$ cat config.mk
export PLATFORM = sky130hd
export DESIGN_NAME = fetch_sequencer
export DESIGN_NICKNAME = d
export VERILOG_FILES = /design/src/rtl/fetch_sequencer.sv
export SDC_FILE = /design/constraint.sdc
export NUM_CORES = 1
export LEC_CHECK = 0
export BUFFER_PORTS_ARGS = -buffer_cell sky130_fd_sc_hd__buf_4
export CAP_MARGIN = 20
export CORE_UTILIZATION = 30
export DETAILED_ROUTE_END_ITERATION = 16
export GPL_TIMING_DRIVEN = 1
export PLACE_DENSITY = 0.54
export SLEW_MARGIN = 15
export SYNTH_ARGS = -nofsm -noshare
export SYNTH_HDL_FRONTEND = slang
export SYNTH_SLANG_ARGS = --single-unit
$ cat constraint.sdc
create_clock -name clk -period 3.2 [get_ports clk]
set_input_delay 0.32 -clock clk [delete_from_list [all_inputs] [get_ports clk]]
set_output_delay 0.32 -clock clk [all_outputs]
set_load 0.005 [all_outputs]
$ cat src/rtl/fetch_sequencer.sv
// Fetch-stage PC owner: issues req/ack imem reads, follows redirects,
// honours stalls and drains a stale in-flight fetch after a redirect.
module fetch_sequencer #(
  parameter logic [63:0] RESET_PC = 64'h0,
  parameter int unsigned CNT_W    = 32
) (
  input  logic             clk,
  input  logic             rst,
  input  logic             stall,
  input  logic             br_taken,
  input  logic [63:0]      br_target,
  input  logic             imem_ack,
  output logic             imem_req,
  output logic [63:0]      imem_addr,
  output logic             inst_valid,
  output logic             flush_ifid,
  output logic [63:0]      currPC,
  output logic [63:0]      pc_plus4,
  output logic [1:0]       fsm_state,
  output logic [CNT_W-1:0] wait_cnt
);

  typedef enum logic [1:0] {
    IDLE  = 2'd0,
    FETCH = 2'd1,
    WAIT  = 2'd2,
    DRAIN = 2'd3
  } state_e;

  state_e           state_q, state_d;
  logic [63:0]      pc_q, pc_d;
  logic [63:0]      pend_q, pend_d;
  logic [CNT_W-1:0] wcnt_q, wcnt_d;
  logic [63:0]      tgt;

  assign tgt = {br_target[63:2], 2'b00};

  always_comb begin
    state_d    = state_q;
    pc_d       = pc_q;
    pend_d     = pend_q;
    inst_valid = 1'b0;
    flush_ifid = 1'b0;
    unique case (state_q)
      IDLE: state_d = FETCH;
      FETCH, WAIT: begin
        if (br_taken) begin
          flush_ifid = 1'b1;
          pc_d       = tgt;
          // An unacked request from WAIT is still live in imem
          if (state_q == WAIT && !imem_ack) begin
            pend_d  = pc_q;
            state_d = DRAIN;
          end else begin
            state_d = FETCH;
          end
        end else if (stall) begin
          state_d = FETCH;
        end else if (imem_ack) begin
          inst_valid = 1'b1;
          pc_d       = pc_q + 64'd4;
          state_d    = FETCH;
        end else begin
          state_d = WAIT;
        end
      end
      DRAIN: begin
        if (br_taken) begin
          flush_ifid = 1'b1;
          pc_d       = tgt;
        end
        if (imem_ack) state_d = FETCH;
      end
      default: state_d = IDLE;
    endcase
  end

  always_comb begin
    wcnt_d = wcnt_q;
    if (state_q == WAIT && !(&wcnt_q))
      wcnt_d = wcnt_q + 1'b1;
  end

  always_ff @(posedge clk) begin
    if (!rst) begin
      state_q <= IDLE;
      pc_q    <= RESET_PC;
      pend_q  <= 64'h0;
      wcnt_q  <= '0;
    end else begin
      state_q <= state_d;
      pc_q    <= pc_d;
      pend_q  <= pend_d;
      wcnt_q  <= wcnt_d;
    end
  end

  assign imem_req  = (state_q != IDLE);
  assign imem_addr = (state_q == DRAIN) ? pend_q : pc_q;
  assign currPC    = pc_q;
  assign pc_plus4  = pc_q + 64'd4;
  assign fsm_state = state_q;
  assign wait_cnt  = wcnt_q;

endmodule

# After elaboration in Yosys (flattened, before gate mapping)
# Index checks and enable logic that the tools add are counted.
[word_totals] inputBits=69 regBits=162
[classes] mux=18 n_reduce_logical=12 add_sub_neg=2 n_eq_ne=7
[op_table] op="$mux 64" count=5
[op_table] op="$pmux 64 s2" count=1
[op_table] op="$add 64x3->64 const B" count=1
[op_table] op="$add 32x1->32 const B" count=1
[op_table] op="$reduce_and 32->1" count=1
[op_table] op="$mux 2" count=5
[op_table] op="$mux 1" count=6
[op_table] op="$ne 3x3->1 const B" count=2
[op_table] op="$pmux 2 s3" count=1
[op_table] op="$eq 2x2->1 const B" count=2
[op_table] op="$ne 2x2->1 const B" count=2
[op_table] op="$reduce_and 4->1" count=1
[op_table] op="$reduce_bool 2->1" count=2
[op_table] op="$reduce_and 3->1" count=1
[op_table] op="$reduce_or 3->1" count=1
[op_table] op="$eq 2x1->1 const B" count=1
[op_table] op="$logic_and 1x1->1" count=2
[op_table] op="$logic_not 1->1" count=2
[op_table] op="$logic_not 2->1" count=1
[op_table] op="$reduce_or 2->1" count=1

# Logic depth before layout (Yosys ltp)
# Gate-level depths: netlist of the first run.
[depth] ltp_word=5 ltp_mapped=10 mapped_depth_nobuf=8

# Worst setup path after synthesis of the first run
# No wires, ideal clock.
[synth_timing] path_kind="flip-flop to output port" startpoint="register pc_q[5] (netlist: currPC[5])" endpoint="output pc_plus4[53]" arrival_ns=2.440 path_buffers=3 stages_incl_launch_ff=10 slack_ns=0.440 cell_sequence="dfxtp_1 > buf_2 > nand4_4 > or4_1 > buf_2 > nor4b_4 > buf_2 > nand2_1 > nor2_1 > xnor2_1"
[synth_between] elab_chain_len=1
[synth_rtl] element="start: declaration" line="31" rtl="logic [63:0] pc_q, pc_d;"
[synth_rtl] element="start signal: assignment" line="92" rtl="pc_q <= pc_d;"
[synth_rtl] element="$add 64x3->64" line="101" rtl="assign pc_plus4 = pc_q + 64'd4;"
[synth_rtl] element="end: declaration" line="18" rtl="output logic [63:0] pc_plus4,"
# Every way passes these cells.

# Worst setup path in the final report of the first run
[layout_timing] startpoint="register pc_q[45] (netlist: currPC[45])" endpoint="output pc_plus4[61]"
# Same word-level chain as after synthesis.

==> results of run 1 <==
-- metal layers --
metal,routed length [um],track usage,up-vias
met5,0,0,-
met3,2200,0.0445,23
met4,404,0.0494,0
met2,16100,0.340,314
li1,-,-,4858
met1,16200,0.295,4691
-- what timing repair did --
action	4_1_cts	5_1_grt
setup endpoints to repair	16	19
buffers inserted	0	5
pin swaps	0	2
resized for setup	8	12
-- state kept, by name, summed over array words and instances (netlist names) --
| name | cells |
|---|---|
| currPC | 62 |
| fsm_state | 2 |
| pend_q | 62 |
| wait_cnt | 32 |
-- layout by cell type, fill, tap and decap left out, types with 40 or more instances in the layout --
master     n
nand3_1   58
xnor2_1   41
xor2_1    40
dfxtp_1  153
buf_4    353
mux2_2    59
nand2_1  212
a21oi_1  117
o21ai_0   45
nor2_1    94
-- power groups by stage --
stage	Combinational (uW)	Sequential, uW	Clock [uW]
after global placement	803	2130	0
final	802	2090	2100
after global routing	869	2100	2220
after floorplan	389	2100	0
after CTS	805	2090	2150
after detailed placement	802	2130	0
-- cell type report --
type / instances / area, sq um / share of cell area
clock inverter: 11 / 144 / 0.0113
inverter: 10 / 40.0 / 0.00314
sequential: 158 / 3170 / 0.248
antenna: 1 / 2.50 / 0.000196
multi-input combinational: 947 / 5760 / 0.451
tap: 396 / 495 / 0.0388
timing repair buffer: 357 / 2720 / 0.213
clock buffer: 20 / 437 / 0.0342
-- logic make-up after synthesis --
logic type / count (synthesis)
xor gates and xnor gates: 82
muxes: 61
buffers and inverters: 137
other: 1
DFF: 158
AOI/OAI and AO/OA: 265
and+or+nand+nor: 527
adders and majority gates: 6
-- path summary, 6_finish.rpt --
kind	from	endpoint	slack (ns)	cells after the start
worst max-delay path	currPC[45]	pc_plus4[61]	0.10	6
worst min-delay path	imem_ack	fsm_state[1]	0.12	2
worst min register to register	pend_q[59]	pend_q[59]	0.45	2
worst max register to register	currPC[8]	currPC[55]	0.69	7
-- worst max-delay path: cells and delay by family, from the launching register on --
family	cells	cell delay [ns]
flops	1	0.42
simple gates	3	1.46
xor+xnor	1	0.18
buf+inv	2	0.28
-- through the flow --
| stage | power [uW] | cell area, sq um | setup TNS [ns] | util |
|---|---|---|---|---|
| detailed placement | 2930 | 12100 | 0 | 0.394 |
| CTS | 5040 | 12700 | 0 | 0.414 |
| floorplan | 2490 | 9350 | 0 | - |
| global placement | 2930 | 12100 | 0 | 0.394 |
| global route | 5190 | 12800 | -0.00469 | 0.417 |
| finish | 4990 | 12800 | 0 | 0.417 |
==> results.md, run 1 <==
* Initial drt markers at 629
* List of most frequent post-synthesis cells: nand2_1 (212), dfxtp_1 (158), a21oi_1 (117)
* Part of the power in combinational logic at 0.161
* Slew headroom at 0.327
* Post-DRT Antenna Nets at 0
* Internal power at 3640 uW
* Synth Area in Adders at 0.00805
* I/O Buffers at 289
* Worst slack, placed at 0.243 ns
* Clock share of power at 0.420
* Post-Layout Cell Count at 1,900
* Critical path class: reg -> out
* First-pass GRT wire length at 52,700 um
* EDFF count, synth at 0
* Flop pwr share at 0.419
* WL per Instance at 18.4 um
* Largest family of logic cells by synthesized area: simple AND/OR/NAND/NOR gates
* Core outline area at 30,600 sq um
* F_max at 323 MHz
* Syn Inst Count at 1,237
* Clock-pin transition on the worst setup and hold timing paths at 0.07 ns
* Placed cells at 1,863
* # clock sinks at 158
* Fin. Hold Viols at 0
* Area share of xor/xnor cells in the synthesized design at 0.0770
* Mux cell area share after synthesis at 0.0734
* Period utilisation layout at 0.968
* Setup violators final at 0
* Count leader, synth: nand2_1
* Num rows at 64
* Setup crit end kind: primary output
* Status: completed
* Tmin final at 3.10 ns
* Hold buffers post-CTS at 0
* Root buf cell: clkbuf_16
* Data required, critical path at 2.88 ns
* Pins Over Slew Limit at 0
* Worst setup SP type: register
* Simple-gate share of the synthesized area at 0.270
* Psw at 1350 uW
* Layout Nets at 1,566
* Synth top area cells: dfxtp_1 (34%), nand2_1 (8.5%), mux2_2 (7.1%)
* Drt via density at 5.20
* Yosys reg bits at 158
* Seq/Total Area, Yosys at 0.339
* CTS Buf Count at 17
* WL final at 34,900 um
* Starting Density at 0.305
* Gpl congestion at 0.812
* PD cells at 391 nW/um^2
* Area Overhead vs Synth at 36.9%
* Compound-Gate Fraction of Synth Area at 0.174
* Filler instances at 3,139
* DRC at 0
* Worst Max-Slew Pin Slew at 1.01 ns
* Leak Pwr at 0.00515 uW
* Clock Skew at 0.0160 ns
* Cell variety after synth at 59
* Yosys top cell area share at 0.339
* Critical Path AT at 2.78 ns
* Clock network latency to the later pin of the worst-skew pair at 0.44 ns
* Clock Tree Buf Depth at 2
* Yosys warns at 0
* Top_reg_cell synth: dfxtp_1
* Min-Delay Path Class: in -> reg
* Die Y at 178 um
* Critical-path cell list: inv_1 -> or4_1 -> or3_4 -> or3_1 -> xnor2_2 -> buf_4
* I/O pin count at 298
* Crit path largest cell delay at 0.63 ns
* Max IR drop VDD at 0.000333 V
* H-tree levels at 4
* Initial antenna violation count at 1
* Mean post-synth cell area at 7.54 sq um
* DR vias at 9,886
* GRT overflow at 0
* Crit-path slowest cell: or4_1
* Max_cap viols at 0
* Final worst slack at 0.102 ns
* DP HPWL at 25,000 um
* Post-synth ARST share at 0
* Die width at 178 um
* Tot GR Track Use at 0.214
* Die Area at 31,800 sq um
* Final worst hold slack at 0.121 ns
* Pin count of the biggest net entering global routing at 77
* Layout cells sized above 1 at 0.316
* Switch share at 0.271
* Post-Syn Area at 9330 sq um
* Vias in the first global route at 9,022
* Total iterations of the first detailed-routing run at 7
* Area leader, netlist: dfxtp_1
* Crit path max fanout at 6
* TritonCTS clock tree: yes
No activity file was read; power rests on OpenSTA's default activity.
==> run 2, diff against run 1 <==
--- a/config.mk
+++ b/config.mk
@@ -10,6 +10,7 @@
 export CORE_UTILIZATION = 30
 export DETAILED_ROUTE_END_ITERATION = 16
 export GPL_TIMING_DRIVEN = 1
+export HOLD_SLACK_MARGIN = 0.15
 export PLACE_DENSITY = 0.54
 export SLEW_MARGIN = 15
 export SYNTH_ARGS = -nofsm -noshare
==> results.md, run 2 (synthesis results as in run 1) <==
* Data required, critical path at 2.88 ns
* # clock sinks at 158
* Final worst slack at 0.0952 ns
* Most common cell after layout, fill and taps aside: buf_4
* Layout Nets at 1,569
* Starting Density at 0.305
* Die width at 178 um
* Psw at 1350 uW
* PD cells at 390 nW/um^2
* Die Y at 178 um
* Critical path class: reg -> out
* Core outline area at 30,600 sq um
* Multi-input gate area at 5760 sq um
* Worst setup SP type: register
* Vias in the first global route at 9,041
* Worst slack, placed at 0.243 ns
* Clock network latency to the later pin of the worst-skew pair at 0.43 ns
* Clock Tree Buf Depth at 2
* Part of the power in combinational logic at 0.162
* Tot GR Track Use at 0.214
* CTS Buf Count at 17
* Filler instances at 3,136
* Total iterations of the first detailed-routing run at 7
* Root buf cell: clkbuf_16
* DP HPWL at 25,000 um
* Internal power at 3640 uW
* Area Overhead vs Synth at 37.2%
* Switch share at 0.270
* Met3 global-route usage at 0.0445
* Post-DRT Antenna Nets at 0
* TritonCTS clock tree: yes
* Setup violators final at 0
* Initial antenna violation count at 1
* I/O Buffers at 289
* I/O pin count at 298
* WP buf/inv at 2
* WL per Instance at 18.3 um
* Placed cells at 1,863
* WL final at 34,900 um
* F_max at 322 MHz
* Max_cap viols at 0
* Clock Skew at 0.0152 ns
* Min-Delay Path Class: in -> reg
* Crit-path slowest cell: or4_1
* Initial drt markers at 626
* Fin. Hold Viols at 0
* DRC at 0
* Family with the most delay on the worst path: simple AND/OR/NAND/NOR gates
* Status: completed
* Gpl congestion at 0.812
* Critical-path cell list: inv_1 -> or4_1 -> or3_4 -> or3_1 -> xnor2_2 -> buf_4
* GRT overflow at 0
* Critical Path AT at 2.78 ns
* Layout cells sized above 1 at 0.315
* Crit path largest cell delay at 0.63 ns
* Pins Over Slew Limit at 0
* Setup crit end kind: primary output
* Crit path max fanout at 6
* DR vias at 9,859
* Flop pwr share at 0.419
* Period utilisation layout at 0.970
* Die Area at 31,800 sq um
* Commonest non-fill, non-tap cells in the layout: buf_4 (353), nand2_1 (212), dfxtp_1 (153), a21oi_1 (117), nor2_1 (94)
* First-pass GRT wire length at 52,800 um
* Slew headroom at 0.334
* Post-Layout Cell Count at 1,903
* Register area at 3170 sq um
* Met1 Use GR at 0.295
* Max IR drop VDD at 0.000331 V
* Clock share of power at 0.420
* Top Usage Layer GRT: met2
* Drt via density at 5.18
* Leak Pwr at 0.00517 uW
* Worst Max-Slew Pin Slew at 0.999 ns
* Tmin final at 3.10 ns
* H-tree levels at 4
* Clock-pin transition on the worst setup and hold timing paths at 0.07 ns
* Met2 usage at 0.341
* Pin count of the biggest net entering global routing at 77
* Num rows at 64
[run 2: changes by cell type in the layout (fill, tap and decap cells not counted), sizes merged]
cell,previous run,this run
dlygate4sd3,0,3
[run 2: repair_timing]
item	CTS	global route
buffers inserted	0	5
setup endpoints to repair	16	19
gates resized for setup	8	12
hold buffers	3	0
endpoints found under the hold margin	4	0
pin swaps	0	2
[run 2: per-layer routing]
| metal | routed length, um | part of all wire | vias to the layer above |
|---|---|---|---|
| met1 | 16200 | 0.46 | 4659 |
| met2 | 16100 | 0.46 | 312 |
| met4 | 421 | 0.012 | 0 |
| li1 | - | - | 4863 |
| met5 | 0 | 0 | - |
| met3 | 2240 | 0.064 | 25 |
[run 2: final cells by class]
type | instances | area share
Antenna cell | 1 | 0.000196
Timing Repair Buffer | 360 | 0.215
Inverter | 10 | 0.00313
Clock inverter | 11 | 0.0112
Clock buffer | 20 | 0.0341
Multi-Input combinational cell | 947 | 0.450
Tap cell | 396 | 0.0387
Sequential cell | 158 | 0.248
[run 2: stage by stage]
stage	total power (uW)	util	hold WS, ns	setup TNS, ns	cell area, sq um
after global placement	2930	0.394	0.438	0	12100
after detailed placement	2930	0.394	0.444	0	12100
after global routing	5190	0.418	0.193	-0.00469	12800
after floorplan	2490	-	0.399	0	9350
after CTS	5050	0.415	0.169	0	12700
final	4990	0.418	0.192	0	12800
[run 2: worst paths after layout]
check,from,slack [ns],endpoint,depth (start not counted)
setup reg to reg,currPC[8],0.67,currPC[55],7
hold reg to reg,pend_q[59],0.45,pend_q[59],2
hold / removal,br_target[16],0.19,currPC[16],3
setup / recovery,currPC[45],0.1,pc_plus4[61],6
[run 2: worst reg2reg max path, stage by stage (launching register included)]
cell and delay, ns:
dfxtp_1 0.37, nand4_4 0.12, or4_4 0.61, nor4b_4 0.30, buf_6 0.25, nand4_1 0.24
or3_1 0.40, a31oi_1 0.16
[run 2: power by group through the flow]
stage / Combinational, uW / Clock [uW] / Sequential (uW)
floorplan: 389 / 0 / 2100
global placement: 803 / 0 / 2130
detailed placement: 802 / 0 / 2130
CTS: 809 / 2150 / 2090
global route: 872 / 2220 / 2100
finish: 806 / 2090 / 2090
==> run 3, diff against run 2 <==
==> constraint.sdc (replaced) <==
create_clock -name clk -period 3.2 [get_ports clk]
set_input_delay 0.32 -clock clk [delete_from_list [all_inputs] [get_ports clk]]
set_output_delay 0.32 -clock clk [all_outputs]
set_load 0.01 [all_outputs]
==> results.md, run 3 (synthesis results as in run 1) <==
* Status: completed
* Clock Skew at 0.0177 ns
* Clock network latency to the later pin of the worst-skew pair at 0.43 ns
* Worst reg2reg path depth at 6
* Initial drt markers at 628
* Crit-path slowest cell: or4_4
* Worst Max-Slew Pin Slew at 0.877 ns
* Clock-pin transition on the worst setup and hold timing paths at 0.07 ns
* WL final at 35,300 um
* Setup crit end kind: primary output
* Pin count of the biggest net entering global routing at 71
* I/O pin count at 298
* Period utilisation layout at 0.968
* Initial antenna violation count at 1
* Clock Tree Buf Depth at 2
* Die Area at 31,800 sq um
* # clock sinks at 158
* Most common cell after layout, fill and taps aside: buf_4
* Total iterations of the first detailed-routing run at 5
* Hold path depth at 3
* WL met2 at 16,100 um
* Metal3 WL at 2060 um
* Data required, critical path at 2.88 ns
* Layout Nets at 1,566
* M1 WL at 16,700 um
* Total design power at 4960 uW
* Critical Path AT at 2.78 ns
* Crit path max fanout at 7
* CTS Buf Count at 17
* Post-DRT Antenna Nets at 0
* Area Overhead vs Synth at 37.2%
* Vias in the first global route at 9,181
* Drt via density at 5.20
* Max_cap viols at 0
* Setup violators final at 0
* Fin. Hold Viols at 0
* DP HPWL at 25,000 um
* Worst setup SP type: register
* Min-Delay Path Class: in -> reg
* Gpl congestion at 0.813
* Num rows at 64
* Pins Over Slew Limit at 0
* Post-layout util at 0.418
* Root buf cell: clkbuf_16
* I/O Buffers at 289
* First-pass GRT wire length at 53,500 um
* Crit path largest cell delay at 0.57 ns
* Leak Pwr at 0.00518 uW
* DR vias at 9,891
* Layout cells sized above 1 at 0.324
* Starting Density at 0.305
* Slew headroom at 0.415
* Die Y at 178 um
* DRC at 0
* H-tree levels at 4
* F_max at 323 MHz
* Core outline area at 30,600 sq um
* WL per Instance at 18.6 um
* Critical path class: reg -> out
* Critical-path cell list: nand4_4 -> or4_4 -> nor4b_4 -> buf_2 -> nand4_1 -> xnor2_1 -> buf_4
* Die width at 178 um
* Max IR drop VDD at 0.000320 V
* Tmin final at 3.10 ns
* Tot GR Track Use at 0.216
* Top routing layer in use: met4
* GRT overflow at 0
* PD cells at 388 nW/um^2
* TritonCTS clock tree: yes
* Commonest non-fill, non-tap cells in the layout: buf_4 (348), nand2_1 (211), dfxtp_1 (146), a21oi_1 (117), nor2_1 (92)
[run 3: power breakdown]
part	leakage [uW]	switching, uW	internal [uW]
clock network	0.000280	974	1050
registers	0.00129	86.8	2010
logic	0.00361	443	398
[run 3: repair_timing]
item	4_1_cts	5_1_grt
hold buffers	2	0
gates cloned	0	1
hold endpoints to repair	3	0
endpoints found under the setup margin	16	17
setup buffers	0	10
pin swaps	0	7
resized for setup	8	24
[run 3: worst paths after layout]
check | from | endpoint | slack, ns
worst min-delay path | br_target[3] | currPC[3] | 0.18
worst max register to register | fsm_state[1] | currPC[63] | 0.44
worst max-delay path | currPC[6] | pc_plus4[51] | 0.10
worst min register to register | pend_q[56] | pend_q[56] | 0.45
[run 3: per-stage QoR]
stage | setup TNS [ns] | worst slack (ns) | area (sq um) | hold slack (ns) | cells
2_1_floorplan | 0 | 0.351 | 9350 | 0.399 | 1242
3_3_place_gp | 0 | 0.318 | 12000 | 0.438 | 1855
3_5_place_dp | 0 | 0.277 | 12000 | 0.443 | 1855
4_1_cts | 0 | 0.0245 | 12600 | 0.162 | 1889
5_1_grt | -0.0942 | -0.0291 | 12800 | 0.193 | 1900
6_report | 0 | 0.103 | 12800 | 0.179 | 1901
[run 3: routing by layer]
metal  global-route usage  vias up
met5                    0        -
met1                0.299     4697
li1                     -     4856
met2                0.342      313
met3               0.0441       25
met4               0.0487        0
[run 3: cell type report]
type                       count  area (sq um)
multi-input combinational    947          5760
clock buffer                  18           439
sequential                   158          3180
clock inverter                14           124
inverter                      10          40.0
antenna                        1          2.50
tap                          396           495
fill                        3181         17800
timing repair buffer         357          2750
[run 3: worst max-delay path: cells and delay by family (launching register included)]
family        cells  cell delay, ns
buf+inv           2            0.42
xor+xnor          1            0.20
simple gates      4            1.36
flops             1            0.37
